### config.mk
export PLATFORM = sky130hd
export DESIGN_NAME = trng_byte_packer
export DESIGN_NICKNAME = d
export VERILOG_FILES = /design/src/rtl/trng_pkg.sv /design/src/rtl/trng_von_neumann.sv /design/src/rtl/trng_byte_packer.sv
export SDC_FILE = /design/constraint.sdc
export NUM_CORES = 1
export LEC_CHECK = 0
export CAP_MARGIN = 20
export CORE_UTILIZATION = 39
export CTS_BUF_LIST = sky130_fd_sc_hd__clkbuf_2 sky130_fd_sc_hd__clkbuf_4 sky130_fd_sc_hd__clkbuf_8
export CTS_CLUSTER_DIAMETER = 80
export DETAILED_ROUTE_END_ITERATION = 8
export DONT_BUFFER_PORTS = 1
export PLACE_DENSITY = 0.61
export SLEW_MARGIN = 20
export SYNTH_ARGS = -nofsm -noshare
export SYNTH_HDL_FRONTEND = slang
export SYNTH_SLANG_ARGS = --single-unit
### constraint.sdc
create_clock -name clk -period 1.95 [get_ports clk]
set_input_delay 0.0975 -clock clk [delete_from_list [all_inputs] [get_ports clk]]
set_output_delay 0.0975 -clock clk [all_outputs]
set_load 0.005 [all_outputs]
### src/rtl/trng_pkg.sv
// Shared types and default parameters for the TRNG conditioning path.
// Health testing is enabled by defining TRNG_HEALTH_EN when building trng_byte_packer.
package trng_pkg;

    typedef enum logic {
        EMPTY      = 1'b0,
        HAVE_FIRST = 1'b1
    } pair_state_t;

    localparam int TRNG_WORD_W    = 8;
    localparam int TRNG_RCT_LIMIT = 32;

    // Advances a counter by one but holds it once it reaches the limit.
    function automatic int unsigned sat_inc(input int unsigned value, input int unsigned limit);
        return (value >= limit) ? limit : value + 1;
    endfunction

endpackage

### src/rtl/trng_von_neumann.sv
// Von Neumann debiaser: turns raw sample pairs 10/01 into a single bit and drops 00/11.
// vn_bit/vn_valid are combinational, so an accepted bit is seen in the sample's own cycle.
module trng_von_neumann
    import trng_pkg::*;
(
    input  logic clk,
    input  logic rst,
    input  logic raw_bit,
    input  logic raw_valid,
    input  logic debias_bypass,
    output logic vn_bit,
    output logic vn_valid
);

    pair_state_t state;
    logic        first_bit;

    // NOTE: sequential state is assigned with <= so every flop samples pre-edge values.
    always_ff @(posedge clk or posedge rst) begin
        if (rst) begin
            state     <= EMPTY;
            first_bit <= 1'b0;
        end else if (debias_bypass) begin
            // Entering bypass drops any half pair, so leaving it never emits a stale bit.
            state <= EMPTY;
        end else if (raw_valid) begin
            case (state)
                EMPTY: begin
                    first_bit <= raw_bit;
                    state     <= HAVE_FIRST;
                end
                HAVE_FIRST: state <= EMPTY;
                default:    state <= EMPTY;
            endcase
        end
    end

    // NOTE: every output gets a default first so this block can never infer a latch.
    always_comb begin
        vn_valid = 1'b0;
        vn_bit   = raw_bit;
        if (raw_valid) begin
            if (debias_bypass) begin
                vn_valid = 1'b1;
            end else if (state == HAVE_FIRST && raw_bit != first_bit) begin
                vn_valid = 1'b1;
                vn_bit   = first_bit;
            end
        end
    end

endmodule

### src/rtl/trng_byte_packer.sv
// Debiases raw entropy, packs accepted bits MSB-first into WIDTH-bit words behind a
// one-entry valid/ready register. Define TRNG_HEALTH_EN to add the repetition-count test.
module trng_byte_packer
    import trng_pkg::*;
#(
    parameter int WIDTH     = TRNG_WORD_W,
    parameter int RCT_LIMIT = TRNG_RCT_LIMIT
) (
    input  logic             clk,
    input  logic             rst,
    input  logic             raw_bit,
    input  logic             raw_valid,
    input  logic             debias_bypass,
    output logic [WIDTH-1:0] byte_out,
    output logic             byte_valid,
    input  logic             byte_ready,
    output logic             health_fail
);

    localparam int CNT_W = (WIDTH > 2) ? $clog2(WIDTH) : 1;
    localparam logic [CNT_W-1:0] LAST_BIT = CNT_W'(WIDTH - 1);

    logic             vn_bit;
    logic             vn_valid;
    logic [WIDTH-1:0] shreg;
    logic [CNT_W-1:0] bit_cnt;
    logic             word_done;
    logic             load;
    logic             health_fail_q;

    trng_von_neumann u_vn (
        .clk           (clk),
        .rst           (rst),
        .raw_bit       (raw_bit),
        .raw_valid     (raw_valid),
        .debias_bypass (debias_bypass),
        .vn_bit        (vn_bit),
        .vn_valid      (vn_valid)
    );

    assign word_done = vn_valid && (bit_cnt == LAST_BIT);
    // A completed word only lands if the output slot is empty or draining right now;
    // otherwise it is thrown away because the raw source cannot be held off.
    assign load = word_done && (!byte_valid || byte_ready) && !health_fail_q;

    always_ff @(posedge clk or posedge rst) begin
        if (rst) begin
            shreg   <= '0;
            bit_cnt <= '0;
        end else if (vn_valid) begin
            if (word_done) begin
                shreg   <= '0;
                bit_cnt <= '0;
            end else begin
                shreg   <= {shreg[WIDTH-2:0], vn_bit};
                bit_cnt <= bit_cnt + 1'b1;
            end
        end
    end

    always_ff @(posedge clk or posedge rst) begin
        if (rst) begin
            byte_out   <= '0;
            byte_valid <= 1'b0;
        end else if (load) begin
            byte_out   <= {shreg[WIDTH-2:0], vn_bit};
            byte_valid <= 1'b1;
        end else if (health_fail_q || byte_ready) begin
            // Either a plain transfer, or a failed source withdrawing its pending word.
            byte_valid <= 1'b0;
        end
    end

`ifdef TRNG_HEALTH_EN
    localparam int RCT_W = $clog2(RCT_LIMIT + 1);

    logic [RCT_W-1:0] rct_cnt;
    logic [RCT_W-1:0] rct_nxt;
    logic             rct_last;

    always_comb begin
        rct_nxt = RCT_W'(1);
        if (rct_cnt != '0 && raw_bit == rct_last) begin
            rct_nxt = RCT_W'(sat_inc(int'(rct_cnt), RCT_LIMIT));
        end
    end

    always_ff @(posedge clk or posedge rst) begin
        if (rst) begin
            rct_cnt       <= '0;
            rct_last      <= 1'b0;
            health_fail_q <= 1'b0;
        end else if (raw_valid) begin
            rct_cnt  <= rct_nxt;
            rct_last <= raw_bit;
            if (rct_nxt == RCT_W'(RCT_LIMIT)) begin
                health_fail_q <= 1'b1;
            end
        end
    end
`else
    assign health_fail_q = 1'b0;
`endif

    assign health_fail = health_fail_q;

endmodule

After elaboration in Yosys (flattened, before gate mapping)
Cells that the tools add are included.
{"block": "totals", "ff_bits": 21, "latch_bits": 0, "ram_bits": 0, "rom_bits": 0, "inputBits": 6, "output_inout_bits": 10, "wordCells": 32, "n_memories": 0}
{"block": "classes", "add_sub_neg": 1, "multipliers": 0, "n_div": 0, "magnitude_cmp": 0, "eq_ne": 2, "n_shift": 0, "n_mux": 13, "bitwise_logic": 2, "n_reduce_logical": 8}
{"operator": "1-bit two-way mux", "count": 10}
{"operator": "7-bit two-way mux", "count": 1}
{"operator": "2-bit nonzero test", "count": 2}
{"operator": "3-bit by 1-bit adder with 3-bit output (second input constant)", "count": 1}
{"operator": "3-bit equality test (second input constant)", "count": 1}
{"operator": "1-bit logical AND", "count": 3}
{"operator": "3-bit two-way mux", "count": 1}
{"operator": "3-bit AND reduction", "count": 1}
{"operator": "1-bit NOT", "count": 2}
{"operator": "1-bit one-hot mux with 2 select lines", "count": 1}
{"operator": "1-bit zero test", "count": 1}
{"operator": "1-bit logical OR", "count": 1}
{"operator": "1-bit != test", "count": 1}

Depth between registers and ports, before layout
Gate-level depths: netlist of the first run.
{"block": "depth", "word_depth": 8, "mapped_depth": 5, "mapped_depth_nobuf": 5}

Hierarchy
From an unflattened synthesis of the first run, not the netlist that was laid out.
{"block": "unflattened", "cells_unflattened": 70, "area_unflattened_um2": 917.1}
{"module": "trng_byte_packer", "instances": 1, "cells_each": 57, "area_per_inst_um2": 787.0, "seq_area_each_um2": 475.5}
{"module": "trng_von_neumann", "instances": 1, "cells_each": 13, "area_per_inst_um2": 130.1, "seq_area_each_um2": 50.0}

Least setup slack after synthesis of the first run
Ideal clock, no wire load.
{"block": "synth_timing", "path_type": "register -> register", "startpoint": "reg bit_cnt[0]", "endpoint": "reg byte_out[1]", "setup_time_ps": 125, "t_arrival_ps": 1413, "required_ps": 1825, "setup_slack_ps": 412, "stages_incl_launch_ff": 6, "path_buffers": 0, "period_less_slack_ps": 1538, "path_cell_list": "dfrtp_1 ha_1 ha_1 o21ai_1 nor2_8 mux2_4"}
{"block": "synth_via", "elab_chain_len": 3}
{"element": "start, declared", "line_no": "trng_byte_packer.sv:26", "source": "logic [CNT_W-1:0] bit_cnt;"}
{"element": "start signal, assigned", "line_no": "trng_byte_packer.sv:56", "source": "bit_cnt <= bit_cnt + 1'b1;"}
{"element": "3-bit equality test", "line_no": "trng_byte_packer.sv:41", "source": "assign word_done = vn_valid && (bit_cnt == LAST_BIT);"}
{"element": "1-bit logical AND", "line_no": "trng_byte_packer.sv:41"}
{"element": "1-bit logical AND", "line_no": "trng_byte_packer.sv:44", "source": "assign load = word_done && (!byte_valid || byte_ready) && !health_fail_q;"}
{"element": "end signal, assigned", "line_no": "trng_byte_packer.sv:66", "source": "byte_out <= {shreg[WIDTH-2:0], vn_bit};"}
{"element": "end, declared", "line_no": "trng_byte_packer.sv:14", "source": "output logic [WIDTH-1:0] byte_out,"}
Every way passes these cells.
A chain may end at the register's enable or synchronous reset.

Final worst setup path of the first run
{"block": "layout_timing", "startpoint": "reg bit_cnt[0]", "endpoint": "reg byte_out[4]"}
Same word-level chain as after synthesis.

==> results.json, run 1 <==
{
  "ios": 16,
  "fin_tns_setup_ns": 0,
  "tightest_slew_ns": 0.791,
  "area_growth_pct": 10.4,
  "netlist_instances": 77,
  "hold_depth": 2,
  "dieArea_mm2": 0.00264,
  "ir_worst_vdd_v": 0.000502,
  "synth_cell_types": 23,
  "rr_startpoint": "bit_cnt[0]",
  "seq_area_um2": 526,
  "dp_hpwl_um": 1030,
  "fin_worst_skew_ns": 0.00161,
  "slew_viol_final": 0,
  "crit_end": "byte_out[4]",
  "grt.overflow.total": 0,
  "layout-drive-gt1-share_pct": 20.2,
  "max_freq_mhz": 602,
  "place_ws_ns": 0.305,
  "reg2reg_slack_ns": 0.29,
  "crit_path_start": "bit_cnt[0]",
  "postCtsHoldBufs": 5,
  "cp.required_ns": 2.16,
  "h-tree-depth": 1,
  "die_x_um": 51.4,
  "synth.top_cells.by_count": "dfrtp_1, nand2_1, o21ai_0, mux2_4, inv_1",
  "cts_buffer_depth": 2,
  "grt_util_all_layers_pct": 13.4,
  "synth_edf_count": 0,
  "core_area_mm2": 0.00225,
  "post_cts_buffers": 0,
  "die_height_um": 51.4,
  "crit_arrival_ns": 1.87,
  "synthMuxAreaShare_pct": 14.5,
  "synth-adder-area-share_pct": 2.63,
  "avgViaCountPerCell": 4.95,
  "cts_tree": "built",
  "leakagePower_nw": 0.500,
  "startpoint_type": "flop",
  "rsz0062_at_grt": "false",
  "path_class": "reg -> reg",
  "synth_seq_area_share_pct": 55.2,
  "hp-start": "debias_bypass",
  "cts_root_buf": "clkbuf_4",
  "synth_top_family_by_area": "multiplexers",
  "grt_max_degree": 22,
  "gp_congestion": 0.664,
  "grt_pass1_wl_um": 2530,
  "r2r-end": "byte_out[4]",
  "ys_ff_latch": 21,
  "fin_cells": 112,
  "rr_worst_depth": 5,
  "synth_top_cell_by_area": "dfrtp_1",
  "netlist_area_um2": 952,
  "worstPathMaxFanout": 7,
  "fillCellCount": 219,
  "synth_xor_area_share_pct": 2.63,
  "avgSynthCellArea_um2": 12.4,
  "synth_area_leaders": "dfrtp_1, mux2_4, nand2_1",
  "ys.flop_type": "dfrtp_1",
  "setup_viol": 0,
  "clock_sinks": 21,
  "synth_most_common_cell": "dfrtp_1",
  "yosys.area_share.simple_pct": 10.5,
  "remaining_drc_errors": 0,
  "final_nets": 93,
  "insertion_delay_ns": 0.30,
  "final.setup.worst_slack_ns": 0.288,
  "rows": 17,
  "end_kind": "flop",
  "synth_top_area_share_pct": 55.2,
  "initial_core_util_pct": 42.2,
  "period_minus_slack_ns": 1.66,
  "ys_warn_count": 0,
  "outcome": "finished, final reports clean",
  "syn_nets": 85,
  "period_share_pct": 85.2,
  "dp_cells": 103,
  "drt_wl_total_um": 1500,
  "synth_compound_area_share_pct": 10.5,
  "postCtsResizedCells": 0,
  "cts_buffers": 3,
  "drt-pass1-iter-count": 3,
  "slew_headroom_pct": 47.2,
  "drt_iter0_drc": 4,
  "port_buffers": 0,
  "n_antenna_cell": 0,
  "synth-async-reset-ratio_pct": 100,
  "fin_hold_ws_ns": 0.0526,
  "cts.clk_slew.worst_paths_ns": 0.12,
  "wire_per_inst_um": 13.4,
  "antenna_found_initial": 0,
  "power_density_mw_per_mm2": 1180,
  "via_count": 554,
  "total_power_mw": 1.24,
  "hold_violations": 0,
  "antenna_left": 0,
  "first_global_vias": 584,
  "multi_input_area_um2": 392,
  "drv_cap": 0,
  "hp-class": "in -> reg"
}
-- metal layers --
metal / up-vias / wire [um] / GRT usage (%)
met5: - / 0 / 0
met3: 4 / 46 / 2.98
met1: 266 / 727 / 16.2
met2: 11 / 682 / 21.0
met4: 0 / 40 / 9.46
li1: 273 / - / -
-- flip-flops by register name (all words and copies together) (netlist names) --
register and cells:
byte_out 8, shreg 7, bit_cnt 3, byte_valid 1, u_vn.first_bit 1, u_vn.state 1
-- how the worst min path moves through the flow --
stage	end	slack (ns)
6_report	u_vn.first_bit	0.05
3_5_place_dp	u_vn.state	0.17
5_1_grt	u_vn.first_bit	0.05
2_1_floorplan	bit_cnt[0]	0.07
4_1_cts	u_vn.first_bit	0.05
3_3_place_gp	u_vn.state	0.17
-- worst max-delay path: stages (launching register included) --
cell	delay, ns
dfrtp_1	0.42
ha_1	0.21
ha_1	0.22
o21ai_1	0.28
nor2_8	0.11
mux2_4	0.32
-- placed cells by master, fill, tap and decap left out --
cell	Yosys	routed
mux2i_1	1	1
clkbuf_4	0	4
o22ai_1	1	1
inv_1	3	3
o31ai_1	2	2
dlygate4sd3_1	0	5
nor3_1	1	1
o21ai_0	8	8
nor3b_1	1	1
conb_1	1	1
mux2_2	2	2
nand2_1	16	16
o21ai_1	1	1
xnor2_1	1	1
nor2_8	1	1
a2bb2oi_4	1	1
nor2_1	2	2
buf_4	1	1
mux2_4	7	7
a21o_1	1	1
ha_1	2	2
xnor2_2	1	1
dfrtp_1	21	21
-- power breakdown --
group | internal, mW | total (mW) | switching [mW] | leakage (nW)
Clock | 0.0937 | 0.231 | 0.138 | 0.0184
Combinational | 0.179 | 0.308 | 0.129 | 0.206
Sequential | 0.585 | 0.698 | 0.113 | 0.275
Total | 0.857 | 1.24 | 0.380 | 0.500
-- kinds of logic (layout without fill, tap and decap cells) --
kind of cell | after synthesis | in the layout
flip-flops | 21 | 21
XOR/XNOR | 2 | 2
AND/OR/NAND/NOR | 21 | 21
other | 1 | 1
AO/OA/AOI/OAI | 14 | 14
multiplexers | 10 | 10
buffers and inverters | 6 | 13
adder cells (fa/ha/maj) | 2 | 2
-- per-stage QoR --
step | area [um^2] | util (%)
global placement | 971 | 43.1
floorplan | 952 | -
CTS | 1050 | 46.6
finish | 1050 | 46.6
detailed placement | 971 | 43.1
global route | 1050 | 46.6
-- final cells by class --
cell class | count | share of cell area, %
flip-flops and latches | 21 | 50.0
multi-input cells | 50 | 37.3
repair buffers | 6 | 5.48
well taps | 28 | 3.33
clock buffers | 4 | 2.86
inverters | 3 | 1.07
Note: power is estimated with default switching activity, not from simulation.
==> run 2: changes to the inputs <==
--- a/config.mk
+++ b/config.mk
@@ -7,7 +7,7 @@
 export LEC_CHECK = 0
 export CAP_MARGIN = 20
 export CORE_UTILIZATION = 39
-export CTS_BUF_LIST = sky130_fd_sc_hd__clkbuf_2 sky130_fd_sc_hd__clkbuf_4 sky130_fd_sc_hd__clkbuf_8
+export CTS_BUF_LIST = sky130_fd_sc_hd__clkbuf_2
 export CTS_CLUSTER_DIAMETER = 80
 export DETAILED_ROUTE_END_ITERATION = 8
 export DONT_BUFFER_PORTS = 1
==> run 2 against run 1 <==
  * Clock skew rose by 0.014 ns
  * Worst setup slack got worse by 0.020 ns
  * Maximum frequency down 1.2%
  * Global-route usage shrank 0.063 points
  * Via count shrank 1.3%
  * Core utilization down 0.44 points
  * Power shrank 3.4%
  * Combinational power about the same
  * Clock power down 17%
  * Cell count unchanged
  * Critical path type unchanged
  * Critical endpoint unchanged
  * Largest cell class unchanged
  * Largest power group unchanged
==> results.json, run 2 (synthesis gave the netlist of run 1 again) <==
{
  "outcome": "finished, final reports clean",
  "slew_viol_final": 0,
  "path_class": "reg -> reg",
  "tightest_slew_ns": 0.779,
  "remaining_drc_errors": 0,
  "cts_buffer_depth": 2,
  "grt.overflow.total": 0,
  "period_minus_slack_ns": 1.68,
  "setup_viol": 0,
  "ir_worst_vdd_v": 0.000499,
  "min_to": "u_vn.first_bit",
  "cts.clk_slew.worst_paths_ns": 0.21,
  "fillCellCount": 220,
  "antenna_found_initial": 0,
  "drt_iter0_drc": 8,
  "cts_tree": "built",
  "pwr-share-clk_pct": 16.0,
  "grt_pass1_wl_um": 2500,
  "worstPathMaxFanout": 7,
  "cts_root_buf": "clkbuf_2",
  "grt_max_degree": 22,
  "h-tree-depth": 1,
  "initial_core_util_pct": 42.2,
  "rsz0062_at_grt": "false",
  "grt_util_all_layers_pct": 13.4,
  "hp-start": "debias_bypass",
  "drt_wl_total_um": 1480,
  "rows": 17,
  "regMostFlops": "byte_out",
  "layout-drive-gt1-share_pct": 20.2,
  "fin_hold_ws_ns": 0.0166,
  "n_antenna_cell": 0,
  "gp_congestion": 0.664,
  "area_growth_pct": 9.33,
  "max_freq_mhz": 595,
  "rr_worst_depth": 5,
  "hold_violations": 0,
  "die_height_um": 51.4,
  "avgViaCountPerCell": 4.88,
  "insertion_delay_ns": 0.33,
  "ios": 16,
  "reg2reg_slack_ns": 0.27,
  "end_kind": "flop",
  "seqPwrFrac_pct": 58.3,
  "die_x_um": 51.4,
  "seq_area_um2": 526,
  "dp_hpwl_um": 1030,
  "startpoint_type": "flop",
  "p_comb_share_pct": 25.7,
  "drv_cap": 0,
  "leakagePower_nw": 0.498,
  "clock_sinks": 21,
  "postCtsHoldBufs": 5,
  "fin_worst_skew_ns": 0.0160,
  "hold_depth": 2,
  "cp.required_ns": 2.18,
  "multi_input_area_um2": 392,
  "period_share_pct": 86.2,
  "wire_per_inst_um": 13.2,
  "reg_top3": "byte_out: 8 flops, shreg: 7 flops, bit_cnt: 3 flops",
  "r2r-end": "byte_out[4]",
  "slew_headroom_pct": 48.0,
  "final_cell_mix": "dfrtp_1, nand2_1, o21ai_0, mux2_4, dlygate4sd3_1",
  "power_density_mw_per_mm2": 1150,
  "hp-class": "in -> reg",
  "post_cts_buffers": 0,
  "dieArea_mm2": 0.00264,
  "rr_startpoint": "bit_cnt[0]",
  "p_switching_uw": 378,
  "core_area_mm2": 0.00225,
  "first_global_vias": 586,
  "internal_power_uw": 817,
  "swShare_pct": 31.7,
  "cts_buffers": 3,
  "final_common_cell": "dfrtp_1",
  "fin_tns_setup_ns": 0,
  "via_count": 547,
  "final_nets": 93,
  "port_buffers": 0,
  "largest_register_ffs": 8,
  "postCtsResizedCells": 0,
  "drt-pass1-iter-count": 4,
  "antenna_left": 0,
  "crit_arrival_ns": 1.91
}
## run 2: how the worst max path moves through the flow
| stage | from | end | slack, ns |
|---|---|---|---|
| finish | bit_cnt[0] | byte_out[4] | 0.27 |
| global route | bit_cnt[0] | byte_out[4] | 0.23 |
| floorplan | bit_cnt[0] | byte_out[1] | 0.41 |
| global placement | bit_cnt[0] | byte_out[4] | 0.36 |
| CTS | bit_cnt[0] | byte_out[4] | 0.28 |
| detailed placement | bit_cnt[0] | byte_out[3] | 0.30 |
## run 2: power groups by stage
stage | sequential, mW | combinational, mW | clock (mW)
finish | 0.697 | 0.307 | 0.191
detailed placement | 0.710 | 0.304 | 0
floorplan | 0.678 | 0.269 | 0
CTS | 0.700 | 0.313 | 0.200
global route | 0.719 | 0.355 | 0.209
global placement | 0.704 | 0.292 | 0
## run 2: routing by layer
metal  part of all wire [%]  vias up  global-route usage, %
li1                       -      273                      -
met1                     47      263                   15.8
met2                     48        9                   21.2
met3                    3.0        2                   2.98
met4                    1.3        0                   9.46
met5                      0        -                      0
## run 2: per-stage QoR
step                area, um^2  instances  power, mW  worst slack (ns)  utilization (%)
finish                    1040        112       1.20             0.268             46.2
global route              1040        112       1.28             0.231             46.2
CTS                       1040        112       1.21             0.285             46.2
detailed placement         971        103       1.01             0.305             43.1
global placement           971        103      0.995             0.357             43.1
floorplan                  952         77      0.947             0.412                -
## run 2: final cells by class
class | instances | share of cell area (%)
Clock buffer | 4 | 1.92
Inverter | 3 | 1.08
Multi-Input combinational cell | 50 | 37.6
Sequential cell | 21 | 50.5
Tap cell | 28 | 3.37
Timing Repair Buffer | 6 | 5.53
## run 2: worst max-delay path, stage by stage (launching register included)
cell,delay (ns)
dfrtp_1,0.44
ha_1,0.21
ha_1,0.22
o21ai_1,0.28
nor2_8,0.11
mux2_4,0.32
==> run 3: changes to the inputs <==
--- a/config.mk
+++ b/config.mk
@@ -6,6 +6,7 @@
 export NUM_CORES = 1
 export LEC_CHECK = 0
 export CAP_MARGIN = 20
+export CORE_ASPECT_RATIO = 1.4
 export CORE_UTILIZATION = 39
 export CTS_BUF_LIST = sky130_fd_sc_hd__clkbuf_2
 export CTS_CLUSTER_DIAMETER = 80
==> run 3 against run 2 <==
  * The run now ends with design-rule violations left
  * Die area rose by 0.11%
  * First-iteration DRC count did not move
  * Non-clock buffer count rose by 1
  * Worst hold slack improved by 0.027 ns
  * Critical path depth did not move
  * Sequential cell count did not move
  * Clock power fell by 6%
  * Combinational power rose by 1%
  * Critical path type unchanged
  * Critical endpoint is now byte_out[5]
  * Largest power group unchanged
  * Highest routed layer unchanged
==> results.json, run 3 (synthesis gave the netlist of run 1 again) <==
{
  "outcome": "finished with violations",
  "violations": "design-rule violations",
  "cts_buffers": 3,
  "cts_buffer_depth": 2,
  "post_cts_buffers": 0,
  "grt_pass1_wl_um": 2490,
  "grt_util_all_layers_pct": 13.3,
  "place_ws_ns": 0.314,
  "die_height_um": 60.5,
  "drt-pass1-iter-count": 6,
  "insertion_delay_ns": 0.30,
  "multi_input_area_um2": 392,
  "drv_cap": 0,
  "min_to": "shreg[1]",
  "critPathBufInv": 0,
  "ios": 16,
  "dp_hpwl_um": 1070,
  "r2r-end": "byte_out[5]",
  "area_growth_pct": 9.59,
  "avgViaCountPerCell": 5.14,
  "fin_cells": 107,
  "reg_top3": "byte_out: 8 flops, shreg: 7 flops, bit_cnt: 3 flops",
  "slew_headroom_pct": 48.0,
  "cts_tree": "built",
  "power_density_mw_per_mm2": 1140,
  "gp_congestion": 0.742,
  "cp.required_ns": 2.16,
  "leakagePower_nw": 0.502,
  "max_freq_mhz": 606,
  "hp-class": "in -> reg",
  "rr_worst_depth": 5,
  "remaining_drc_errors": 1,
  "ir_worst_vdd_v": 0.000541,
  "period_share_pct": 84.7,
  "fin_worst_skew_ns": 0.00662,
  "final_nets": 94,
  "initial_core_util_pct": 42.8,
  "end_kind": "flop",
  "dp_cells": 97,
  "tightest_slew_ns": 0.779,
  "post-route-util_pct": 46.9,
  "largest_register_ffs": 8,
  "slew_viol_final": 0,
  "first_global_vias": 540,
  "drt_wl_total_um": 1480,
  "crit_arrival_ns": 1.86,
  "wire_per_inst_um": 13.9,
  "die_x_um": 43.8,
  "startpoint_type": "flop",
  "clock_sinks": 21,
  "fin_tns_setup_ns": 0,
  "path_cells": "ha_1, ha_1, o21ai_1, nor2_8, mux2_4",
  "rows": 20,
  "final_cell_mix": "dfrtp_1, nand2_1, o21ai_0, mux2_4, dlygate4sd3_1",
  "critical-path-max-stage-delay_ns": 0.43,
  "grt_max_degree": 22,
  "hold_depth": 3,
  "hold_violations": 0,
  "postCtsResizedCells": 0,
  "layout-drive-gt1-share_pct": 20.0,
  "rr_startpoint": "bit_cnt[0]",
  "cts.clk_slew.worst_paths_ns": 0.19,
  "cts_root_buf": "clkbuf_2",
  "hp-start": "raw_valid",
  "port_buffers": 0,
  "path_class": "reg -> reg",
  "timing.critical_path.mode_cell": "ha_1",
  "period_minus_slack_ns": 1.65,
  "dieArea_mm2": 0.00265,
  "final_common_cell": "dfrtp_1",
  "reg2reg_slack_ns": 0.30,
  "h-tree-depth": 1,
  "n_antenna_cell": 0,
  "grt.overflow.total": 0,
  "regMostFlops": "byte_out",
  "cp_slowest_cell": "dfrtp_1",
  "worstPathMaxFanout": 7,
  "fillCellCount": 193,
  "postCtsHoldBufs": 5,
  "antenna_left": 0,
  "via_count": 550,
  "seq_area_um2": 526,
  "final.setup.worst_slack_ns": 0.299,
  "critPathTopFamily": "flip-flops",
  "rsz0062_at_grt": "false",
  "antenna_found_initial": 0,
  "drt_iter0_drc": 8,
  "core_area_mm2": 0.00223,
  "setup_viol": 0
}
run 3: cell count changes in the layout (fill, tap and decap cells not counted):
cell,previous run,this run
dlygate4sd3_1,5,6
run 3: power by group:
group / leakage (nW) / total (mW) / internal [mW] / switching, mW
clock: 0.0166 / 0.180 / 0.0543 / 0.126
sequential: 0.275 / 0.696 / 0.584 / 0.112
combinational: 0.211 / 0.311 / 0.181 / 0.130
run 3: worst reg2reg max path: cells and delay by family (launching register included):
family / cells / cell delay [ns]
AOI/OAI and AO/OA: 1 / 0.29
adders and majority gates: 2 / 0.43
DFF: 1 / 0.43
muxes: 1 / 0.31
and+or+nand+nor: 1 / 0.10
run 3: metal layers:
metal / track usage (%) / wire, um / vias up
li1: - / - / 277
met4: 8.04 / 17 / 0
met3: 4.46 / 65 / 2
met5: 0 / 0 / -
met2: 21.3 / 761 / 13
met1: 15.3 / 639 / 258
run 3: metrics by stage:
step	area, um^2	power [mW]	hold slack (ns)
CTS	1030	1.21	0.0203
finish	1040	1.19	0.0437
global placement	963	1.01	0.167
global route	1040	1.29	0.0328
detailed placement	963	1.02	0.169
floorplan	952	0.947	0.0740
run 3: worst max path at each step:
stage	start	depth (start not counted)	endpoint	slack, ns
2_1_floorplan	bit_cnt[0]	5	byte_out[1]	0.41
3_3_place_gp	bit_cnt[0]	5	byte_out[1]	0.35
3_5_place_dp	bit_cnt[0]	5	byte_out[1]	0.31
4_1_cts	bit_cnt[0]	5	byte_out[1]	0.29
5_1_grt	bit_cnt[0]	5	byte_out[1]	0.16
6_report	bit_cnt[0]	5	byte_out[5]	0.30
run 3: area by class of cell:
class / instances / area share (%)
flip-flops and latches: 21 / 50.4
multi-input cells: 50 / 37.5
clock buffers: 4 / 1.92
repair buffers: 7 / 6.47
well taps: 22 / 2.64
inverters: 3 / 1.08
